--- src/rtl/decode_issue_unit_l2.sv ---
// decode_issue_unit_l2
//
// Purpose: second-generation decode/issue stage between fetch and a set of
// execute pipes. It holds one fetched instruction, decodes tinyrv1, reads
// a local 32-entry register file, and tracks in-flight writers in a
// per-register scoreboard (pending bit + owning ROB tag). It stalls on RAW
// hazards and when the ROB credit is exhausted. It issues at most one uop
// per cycle to the lowest-index ready pipe that supports the op. Register
// writes retire from the completion interface.
//
// Optional feature macro: DECODE_ISSUE_BYPASS_EN
//   defined   : a source whose owning completion arrives this cycle is taken
//               from C_wdata and does not stall.
//   undefined : the dependent issues the cycle after completion.
//
// Op-vector bit / uop encoding (rv_op_vec / rv_uop):
//   0 ADD, 1 ADDI, 2 MUL, 3 LW, 4 SW, 5 JAL, 6 JALR, 7 BNE
//
// Ports:
//   clk, rst (async, active-low)
//   F_val/F_rdy/F_inst/F_pc    fetch -> decode handshake
//   X_val/X_rdy [p_num_pipes]  per-pipe issue handshake
//   X_pc/X_op1/X_op2/X_waddr/X_uop/X_seq_num  issue payload (shared by all pipes)
//   C_val/C_seq_num/C_waddr/C_wdata/C_wen     completion notification
//   illegal                    pulses when an unsupported instruction is dropped
module decode_issue_unit_l2 #(
  parameter logic [7:0] p_isa_subset  = 8'hFF,
  parameter int         p_num_pipes   = 3,
  parameter int         p_addr_bits   = 32,
  parameter int         p_inst_bits   = 32,
  parameter int         p_data_bits   = 32,
  parameter int         p_rob_entries = 32,
  parameter logic [p_num_pipes-1:0][7:0] p_pipe_subsets = {p_num_pipes{8'hFF}}
) (
  input  logic                                               clk,
  input  logic                                               rst,
  input  logic                                               F_val,
  output logic                                               F_rdy,
  input  logic [p_inst_bits-1:0]                             F_inst,
  input  logic [p_addr_bits-1:0]                             F_pc,
  output logic [p_num_pipes-1:0]                             X_val,
  input  logic [p_num_pipes-1:0]                             X_rdy,
  output logic [p_num_pipes-1:0][p_addr_bits-1:0]            X_pc,
  output logic [p_num_pipes-1:0][p_data_bits-1:0]            X_op1,
  output logic [p_num_pipes-1:0][p_data_bits-1:0]            X_op2,
  output logic [p_num_pipes-1:0][4:0]                        X_waddr,
  output logic [p_num_pipes-1:0][2:0]                        X_uop,
  output logic [p_num_pipes-1:0][$clog2(p_rob_entries)-1:0]  X_seq_num,
  input  logic                                               C_val,
  input  logic [$clog2(p_rob_entries)-1:0]                   C_seq_num,
  input  logic [4:0]                                         C_waddr,
  input  logic [p_data_bits-1:0]                             C_wdata,
  input  logic                                               C_wen,
  output logic                                               illegal
);

  localparam int SB = $clog2(p_rob_entries);
  localparam logic [SB:0] ROB_FULL = (SB+1)'(p_rob_entries);

  localparam logic [2:0] UOP_ADD  = 3'd0;
  localparam logic [2:0] UOP_ADDI = 3'd1;
  localparam logic [2:0] UOP_MUL  = 3'd2;
  localparam logic [2:0] UOP_LW   = 3'd3;
  localparam logic [2:0] UOP_SW   = 3'd4;
  localparam logic [2:0] UOP_JAL  = 3'd5;
  localparam logic [2:0] UOP_JALR = 3'd6;
  localparam logic [2:0] UOP_BNE  = 3'd7;

  logic                   dvalid;
  logic [p_inst_bits-1:0] dinst;
  logic [p_addr_bits-1:0] dpc;

  logic [p_data_bits-1:0] rf [32];
  logic [31:0]            pending;
  logic [SB-1:0]          owner [32];
  logic [SB-1:0]          seq_ctr;
  logic [SB:0]            in_flight;

  logic [6:0] opcode;
  logic [2:0] funct3;
  logic [6:0] funct7;
  logic [4:0] rd, rs1, rs2;
  logic [p_data_bits-1:0] imm_i, imm_j;

  assign opcode = dinst[6:0];
  assign rd     = dinst[11:7];
  assign funct3 = dinst[14:12];
  assign rs1    = dinst[19:15];
  assign rs2    = dinst[24:20];
  assign funct7 = dinst[31:25];
  assign imm_i  = {{(p_data_bits-12){dinst[31]}}, dinst[31:20]};
  assign imm_j  = {{(p_data_bits-21){dinst[31]}}, dinst[31], dinst[19:12],
                   dinst[20], dinst[30:21], 1'b0};

  logic                   known, use_rs1, use_rs2, op1_pc, has_rd;
  logic [2:0]             uop;
  logic [p_data_bits-1:0] imm;

  // Instruction decode. SW and BNE carry both register sources as operands;
  // their offsets are not forwarded by this stage.
  always_comb begin
    known   = 1'b1;
    uop     = UOP_ADD;
    use_rs1 = 1'b0;
    use_rs2 = 1'b0;
    op1_pc  = 1'b0;
    has_rd  = 1'b0;
    imm     = imm_i;
    case (opcode)
      7'b0110011: begin
        use_rs1 = 1'b1;
        use_rs2 = 1'b1;
        has_rd  = 1'b1;
        if (funct3 == 3'b000 && funct7 == 7'b0000000)      uop = UOP_ADD;
        else if (funct3 == 3'b000 && funct7 == 7'b0000001) uop = UOP_MUL;
        else                                               known = 1'b0;
      end
      7'b0010011: begin
        uop = UOP_ADDI; use_rs1 = 1'b1; has_rd = 1'b1;
        known = (funct3 == 3'b000);
      end
      7'b0000011: begin
        uop = UOP_LW; use_rs1 = 1'b1; has_rd = 1'b1;
        known = (funct3 == 3'b010);
      end
      7'b0100011: begin
        uop = UOP_SW; use_rs1 = 1'b1; use_rs2 = 1'b1;
        known = (funct3 == 3'b010);
      end
      7'b1101111: begin
        uop = UOP_JAL; op1_pc = 1'b1; has_rd = 1'b1; imm = imm_j;
      end
      7'b1100111: begin
        uop = UOP_JALR; use_rs1 = 1'b1; has_rd = 1'b1;
        known = (funct3 == 3'b000);
      end
      7'b1100011: begin
        uop = UOP_BNE; use_rs1 = 1'b1; use_rs2 = 1'b1;
        known = (funct3 == 3'b001);
      end
      default: known = 1'b0;
    endcase
  end

  logic [4:0]             waddr;
  logic [p_data_bits-1:0] src1, src2, op1, op2;
  logic                   byp1, byp2;

  assign waddr = has_rd ? rd : 5'd0;

  // Operand read. x0 is never written, so rf[0] always reads zero.
  always_comb begin
    src1 = rf[rs1];
    src2 = rf[rs2];
    byp1 = 1'b0;
    byp2 = 1'b0;
`ifdef DECODE_ISSUE_BYPASS_EN
    if (C_val && C_wen && C_waddr == rs1 && rs1 != 5'd0 && pending[rs1] &&
        owner[rs1] == C_seq_num) begin
      byp1 = 1'b1;
      src1 = C_wdata;
    end
    if (C_val && C_wen && C_waddr == rs2 && rs2 != 5'd0 && pending[rs2] &&
        owner[rs2] == C_seq_num) begin
      byp2 = 1'b1;
      src2 = C_wdata;
    end
`endif
  end

  assign op1 = op1_pc  ? p_data_bits'(dpc) : src1;
  assign op2 = use_rs2 ? src2 : imm;

  logic [p_num_pipes-1:0] sup, sel;
  logic legal, hazard, stall, drop, issue_fire, c_write;

  assign hazard = (use_rs1 && rs1 != 5'd0 && pending[rs1] && !byp1) ||
                  (use_rs2 && rs2 != 5'd0 && pending[rs2] && !byp2);
  assign stall  = hazard || (in_flight == ROB_FULL);

  // Pick the lowest-index pipe that both supports the op and is ready.
  // Lower pipes' ready inherently gates higher pipes' valid here.
  always_comb begin
    sel = '0;
    for (int j = 0; j < p_num_pipes; j++) begin
      sup[j] = p_pipe_subsets[j][uop];
      if (sel == '0 && sup[j] && X_rdy[j]) sel[j] = 1'b1;
    end
  end

  assign legal      = known && p_isa_subset[uop] && (|sup);
  assign drop       = dvalid && !legal;
  assign X_val      = sel & {p_num_pipes{dvalid && legal && !stall}};
  assign issue_fire = |(X_val & X_rdy);
  assign illegal    = drop;
  assign F_rdy      = rst && (!dvalid || issue_fire || drop);

  assign X_pc      = {p_num_pipes{dpc}};
  assign X_op1     = {p_num_pipes{op1}};
  assign X_op2     = {p_num_pipes{op2}};
  assign X_waddr   = {p_num_pipes{waddr}};
  assign X_uop     = {p_num_pipes{uop}};
  assign X_seq_num = {p_num_pipes{seq_ctr}};

  // Single-entry decode register; a dropped illegal op frees it just like an issue.
  always_ff @(posedge clk or negedge rst) begin
    if (!rst) begin
      dvalid <= 1'b0;
      dinst  <= '0;
      dpc    <= '0;
    end else if (F_val && F_rdy) begin
      dvalid <= 1'b1;
      dinst  <= F_inst;
      dpc    <= F_pc;
    end else if (issue_fire || drop) begin
      dvalid <= 1'b0;
    end
  end

  // Only the current owner of a register may retire into it; stale completions are ignored.
  assign c_write = C_val && C_wen && C_waddr != 5'd0 && pending[C_waddr] &&
                   owner[C_waddr] == C_seq_num;

  // Register file, scoreboard and ROB credit. The issue update comes last
  // so a same-cycle new writer keeps the register pending under its own tag.
  always_ff @(posedge clk or negedge rst) begin
    if (!rst) begin
      pending   <= '0;
      seq_ctr   <= '0;
      in_flight <= '0;
      for (int i = 0; i < 32; i++) begin
        rf[i]    <= '0;
        owner[i] <= '0;
      end
    end else begin
      if (c_write) begin
        rf[C_waddr]      <= C_wdata;
        pending[C_waddr] <= 1'b0;
      end
      if (issue_fire) begin
        seq_ctr <= seq_ctr + 1'b1;
        if (waddr != 5'd0) begin
          pending[waddr] <= 1'b1;
          owner[waddr]   <= seq_ctr;
        end
      end
      if (issue_fire && !C_val)      in_flight <= in_flight + 1'b1;
      else if (!issue_fire && C_val) in_flight <= in_flight - 1'b1;
    end
  end

endmodule

--- config.mk ---
export PLATFORM = sky130hd
export DESIGN_NAME = decode_issue_unit_l2
export DESIGN_NICKNAME = d
export VERILOG_FILES = /design/src/rtl/decode_issue_unit_l2.sv
export SDC_FILE = /design/constraint.sdc
export NUM_CORES = 2
export LEC_CHECK = 0
export ABC_AREA = 1
export BUFFER_PORTS_ARGS = -buffer_cell sky130_fd_sc_hd__buf_2
export CAP_MARGIN = 30
export CORE_MARGIN = 5
export CORE_UTILIZATION = 25
export DETAILED_ROUTE_END_ITERATION = 8
export PLACE_DENSITY_LB_ADDON = 0.15
export SYNTH_ARGS = -nofsm -noshare
export SYNTH_HDL_FRONTEND = slang
export SYNTH_SLANG_ARGS = --single-unit
export TNS_END_PERCENT = 20
--- constraint.sdc ---
create_clock -name clk -period 7.3 [get_ports clk]
set_clock_uncertainty 0.1 [all_clocks]
set_input_delay 1.095 -clock clk [delete_from_list [all_inputs] [get_ports clk]]
set_output_delay 1.095 -clock clk [all_outputs]
set_load 0.005 [all_outputs]
# == Word level (Yosys, flattened, before mapping) ==
# Memories as Yosys holds them, arrays and structs flattened.
# Cells that the tools add are included.
# Widths: inputs -> output; s select.
# totals
mem_bits_ro,8
ff_bits,1292
output_inout_bits,332
input_bits,114
wordCells,213
n_memories,1
# memory_table
memory,words,width,read_ports,rd_ports_with_merged_regs,wr,line_no,rtl
(no name shown),8,1,1,0,0,191,assign legal = known && p_isa_subset[uop] && (|sup);
# classes
n_mux,50
reduce_logical,54
n_lt_le_gt_ge,13
eq_ne,12
bitwise,10
addsub,3
# ops
operator,n
$bwmux 1024,1
$bmux 32 s5,2
$mux 32,10
$bwmux 160,1
$demux 32 s5,1
$and 32x32->32,1
$not 32->32,1
$or 32x32->32,1
$logic_and 1x1->1,28
$bmux 5 s5,1
$demux 5 s5,1
$ge 6x6->1 const B,4
$lt 5x6->1 const B,4
$not 5->6,4
$eq 7x7->1 const B,3
$pmux 3 s7,1
$mux 20,1
$mux 5,4
$reduce_bool 5->1,4
$mux 1,17
$bmux 1 s5,3
$eq 7x6->1 const B,2
$lt 6x1->1 const B,2
$mux 6,2
28 further kinds,43

# == Depth between registers and ports, before layout ==
# logic_depth
ltp_word,25
ltp_mapped,26

# == Worst setup path before layout ==
# Ideal clock, no wire load.
# synth_timing
path_kind,flip-flop to output port
start,register dinst[20]
end,output port X_op2[46] in the netlist's numbering
n_path_buf,6
path_slack_ns,3.676
path_stages_with_launch,14
t_arrival_ns,2.429
path_cell_list,dfrtp_1 > buf_2 > inv_1 > clkbuf_1 > clkbuf_1 > clkbuf_1 > clkbuf_1 > nor2_1 > o221ai_1 > o21ai_0 > o22ai_1 > nand2_1 > nand2_1 > buf_4
# synth_rtl
element,line_no,rtl
start: declaration,70,logic [p_inst_bits-1:0] dinst;
start signal: assignment,213,dinst <= F_inst;
end: declaration,45,"output logic [p_num_pipes-1:0][p_data_bits-1:0] X_op2,"

==> impl_metrics.ini <==
[run_status]
status = completed

[grt]
antenna_found_initial = 41
grt_overflow = 0
grt_pass1_wl_um = 566400
grt_max_degree = 157
grt_pass1_vias = 74830
grt_usage = 0.2470

[power_and_ir_drop]
power.density_nw_per_um2 = 248.0
p_switching_mw = 7.154
p_clk_frac = 0.427
swShare = 0.3404
internal_power_mw = 13.86
p_leak_nw = 41.44
combPwrFrac = 0.220
p_seq_frac = 0.354
peakVddDrop_mv = 0.1911

[timing]
whs_ns = 0.05867
post-route-period-util = 0.8941
max_freq_mhz = 153.2
setup_violations = 0
final.setup.tns_ns = 0
slew_viol_final = 0
rsz0062_at_grt = no
hold_viol = 0
min_period_ns = 6.527
slew_headroom = 0.2504
tightest_slew_ns = 1.124

[die]
initial_utilization = 0.2509
rows = 200
dieWidth_um = 555.6
core_region_area_um2 = 296500
dieArea_um2 = 308600
design.portCount = 446
fp.dieH_um = 555.6

[clock_tree]
numCtsBuffers = 172
cts_num_sinks = 1292
htree_levels = 4
post_cts_buffers = 0
hold_buffers = 0
cts_tree = done
root_buffer = clkbuf_16
cts_resized = 0
clk_pin_slew_ns = 0.06
clockBufferDepth = 4
clk_latency_ns = 0.89

[worst_setup_path]
regToRegSetupSlack_ns = 2.04
cp-end-kind = output port
cp_data_required_time_ns = 6.11
cp-startpoint = dinst[16]$_DFFE_PN0P_
cp_max_fo = 103
crit_path_start_kind = register
r2r_start = dinst[18]$_DFFE_PN0P_
cp.arrival_ns = 5.33
critical_path_class = register to output port

[route]
drt_iter0_markers = 9762
drt_first_pass_iters = 6
wire_per_inst_um = 27.86
vias = 78030
postRouteAntennaNets = 0
vias_per_cell = 5.473
routed_wl_um = 397100
drc_errors = 0

[run]
cap_violations = 0

[min_path]
hp-class = input port to asynchronous set/reset pin

[final_layout]
nNetsFinal = 10300
final_common_cell = nand2_1
syn_to_final_growth_pct = 13.91
final_cell_mix = 3124 x nand2_1, 1342 x nor2_1, 1334 x o21ai_0
nFillCells = 32120
drive_gt1_frac = 0.09958

[placed_design]
gp_congestion = 0.8464
port_buffers = 445
dpl.hpwl_um = 221600

[yosys]
syn_area_um2 = 74410
yosys_warnings = 0
synth.ff_latch_count = 1292
synth_area_per_cell_um2 = 7.046
synth_ff_type = dfrtp_1
yosysSeqAreaShare = 0.4345
ys_types = 43
syn_nets = 10680
async_flop_share = 1.000
syn_inst = 10560
synth_edf_count = 0
state kept, by name (all words and copies together), names as in the netlist:
register   count
pending       32
dpc           32
owner        160
dvalid         1
dinst         32
rf          1024
seq_ctr        5
in_flight      6
critical path, cell delays in order (launching register included):
cell and delay [ns]:
dfrtp_4 0.60, inv_8 0.69, buf_4 0.60, buf_4 0.55, o21ai_0 0.19, o22ai_1 0.15
nor2_1 0.06, nor3_1 0.39, o311ai_0 0.40, buf_4 0.34, nand2_1 0.10, buf_2 0.12
synth_stat cells, types with 5 or more instances:
| cell | count | area share |
|---|---|---|
| clkbuf_1 | 735 | 0.037 |
| o311ai_0 | 14 | 0.0016 |
| dfrtp_1 | 1292 | 0.43 |
| buf_2 | 221 | 0.015 |
| o21ai_0 | 1335 | 0.090 |
| o22ai_1 | 334 | 0.028 |
| nand3_2 | 23 | 0.0031 |
| buf_1 | 39 | 0.0020 |
| a21oi_1 | 72 | 0.0048 |
| nand3_1 | 1240 | 0.083 |
| o211ai_1 | 27 | 0.0027 |
| inv_1 | 129 | 0.0065 |
| a22oi_1 | 5 | 0.00050 |
| nand4_1 | 72 | 0.0061 |
| inv_2 | 7 | 0.00035 |
| a211o_1 | 7 | 0.00082 |
| a31oi_1 | 5 | 0.00042 |
| nor3_2 | 8 | 0.0011 |
| nor3_1 | 21 | 0.0014 |
| ha_1 | 6 | 0.0010 |
| buf_4 | 231 | 0.023 |
| nand2_1 | 3125 | 0.16 |
| o221ai_1 | 229 | 0.027 |
| nor2_1 | 1347 | 0.068 |
metal layers:
layer  share of wire  vias up  global-route usage  wire length [um]
li1                -    34260                   -                 -
met4           0.042       24             0.09809             16690
met5         0.00041        -                   0               164
met3           0.089      788             0.05543             35210
met1            0.43    38740              0.3338            169700
met2            0.44     4218              0.3824            175400
area by class of cell:
class | count | area [um2] | area share
Tap cell | 3939 | 4928 | 0.05815
Clock inverter | 41 | 651.9 | 0.007691
Sequential cell | 1292 | 32360 | 0.3818
Timing Repair Buffer | 676 | 4862 | 0.05736
Antenna cell | 14 | 35.03 | 0.0004133
Multi-Input combinational cell | 7898 | 36230 | 0.4274
Clock buffer | 256 | 5124 | 0.06045
Inverter | 140 | 569.3 | 0.006717
power groups by stage:
stage	clock network [mW]	registers, mW	logic [mW]
finish	8.97	7.43	4.62
global route	9.39	7.44	4.93
detailed placement	0	7.56	4.51
global placement	0	7.56	4.48
floorplan	0	7.43	2.60
CTS	9.13	7.43	4.52
per-stage QoR:
step / setup slack (ns) / std cells / power (mW) / utilization / instance area [um2]
6_report: 0.7733 / 14260 / 21.02 / 0.2858 / 84760
3_3_place_gp: 1.533 / 13920 / 12.04 / 0.2646 / 78450
4_1_cts: 0.9625 / 14240 / 21.09 / 0.2854 / 84620
3_5_place_dp: 1.532 / 13940 / 12.08 / 0.2659 / 78840
5_1_grt: 0.7707 / 14250 / 21.75 / 0.2858 / 84740
2_1_floorplan: 3.676 / 10560 / 10.03 / - / 74410
path summary, 6_finish.rpt:
path                                             to  cells after the start
max reg2reg                in_flight[5]$_DFFE_PN0P_                     21
min in group clk             owner[155]$_DFFE_PN0P_                      0
min                              rf[89]$_DFFE_PN0P_                      1
max                                       X_op1[11]                     11
min reg2reg                  owner[155]$_DFFE_PN0P_                      0
max in group asynchronous     owner[13]$_DFFE_PN0P_                      4
cell families after synthesis:
family | share of synthesized area
simple gates | 0.3217
buf+inv | 0.08489
fa+ha+maj | 0.001278
xor+xnor | 0.0007063
flops | 0.4345
compound gates | 0.1569
No activity file was read; power rests on OpenSTA's default activity.
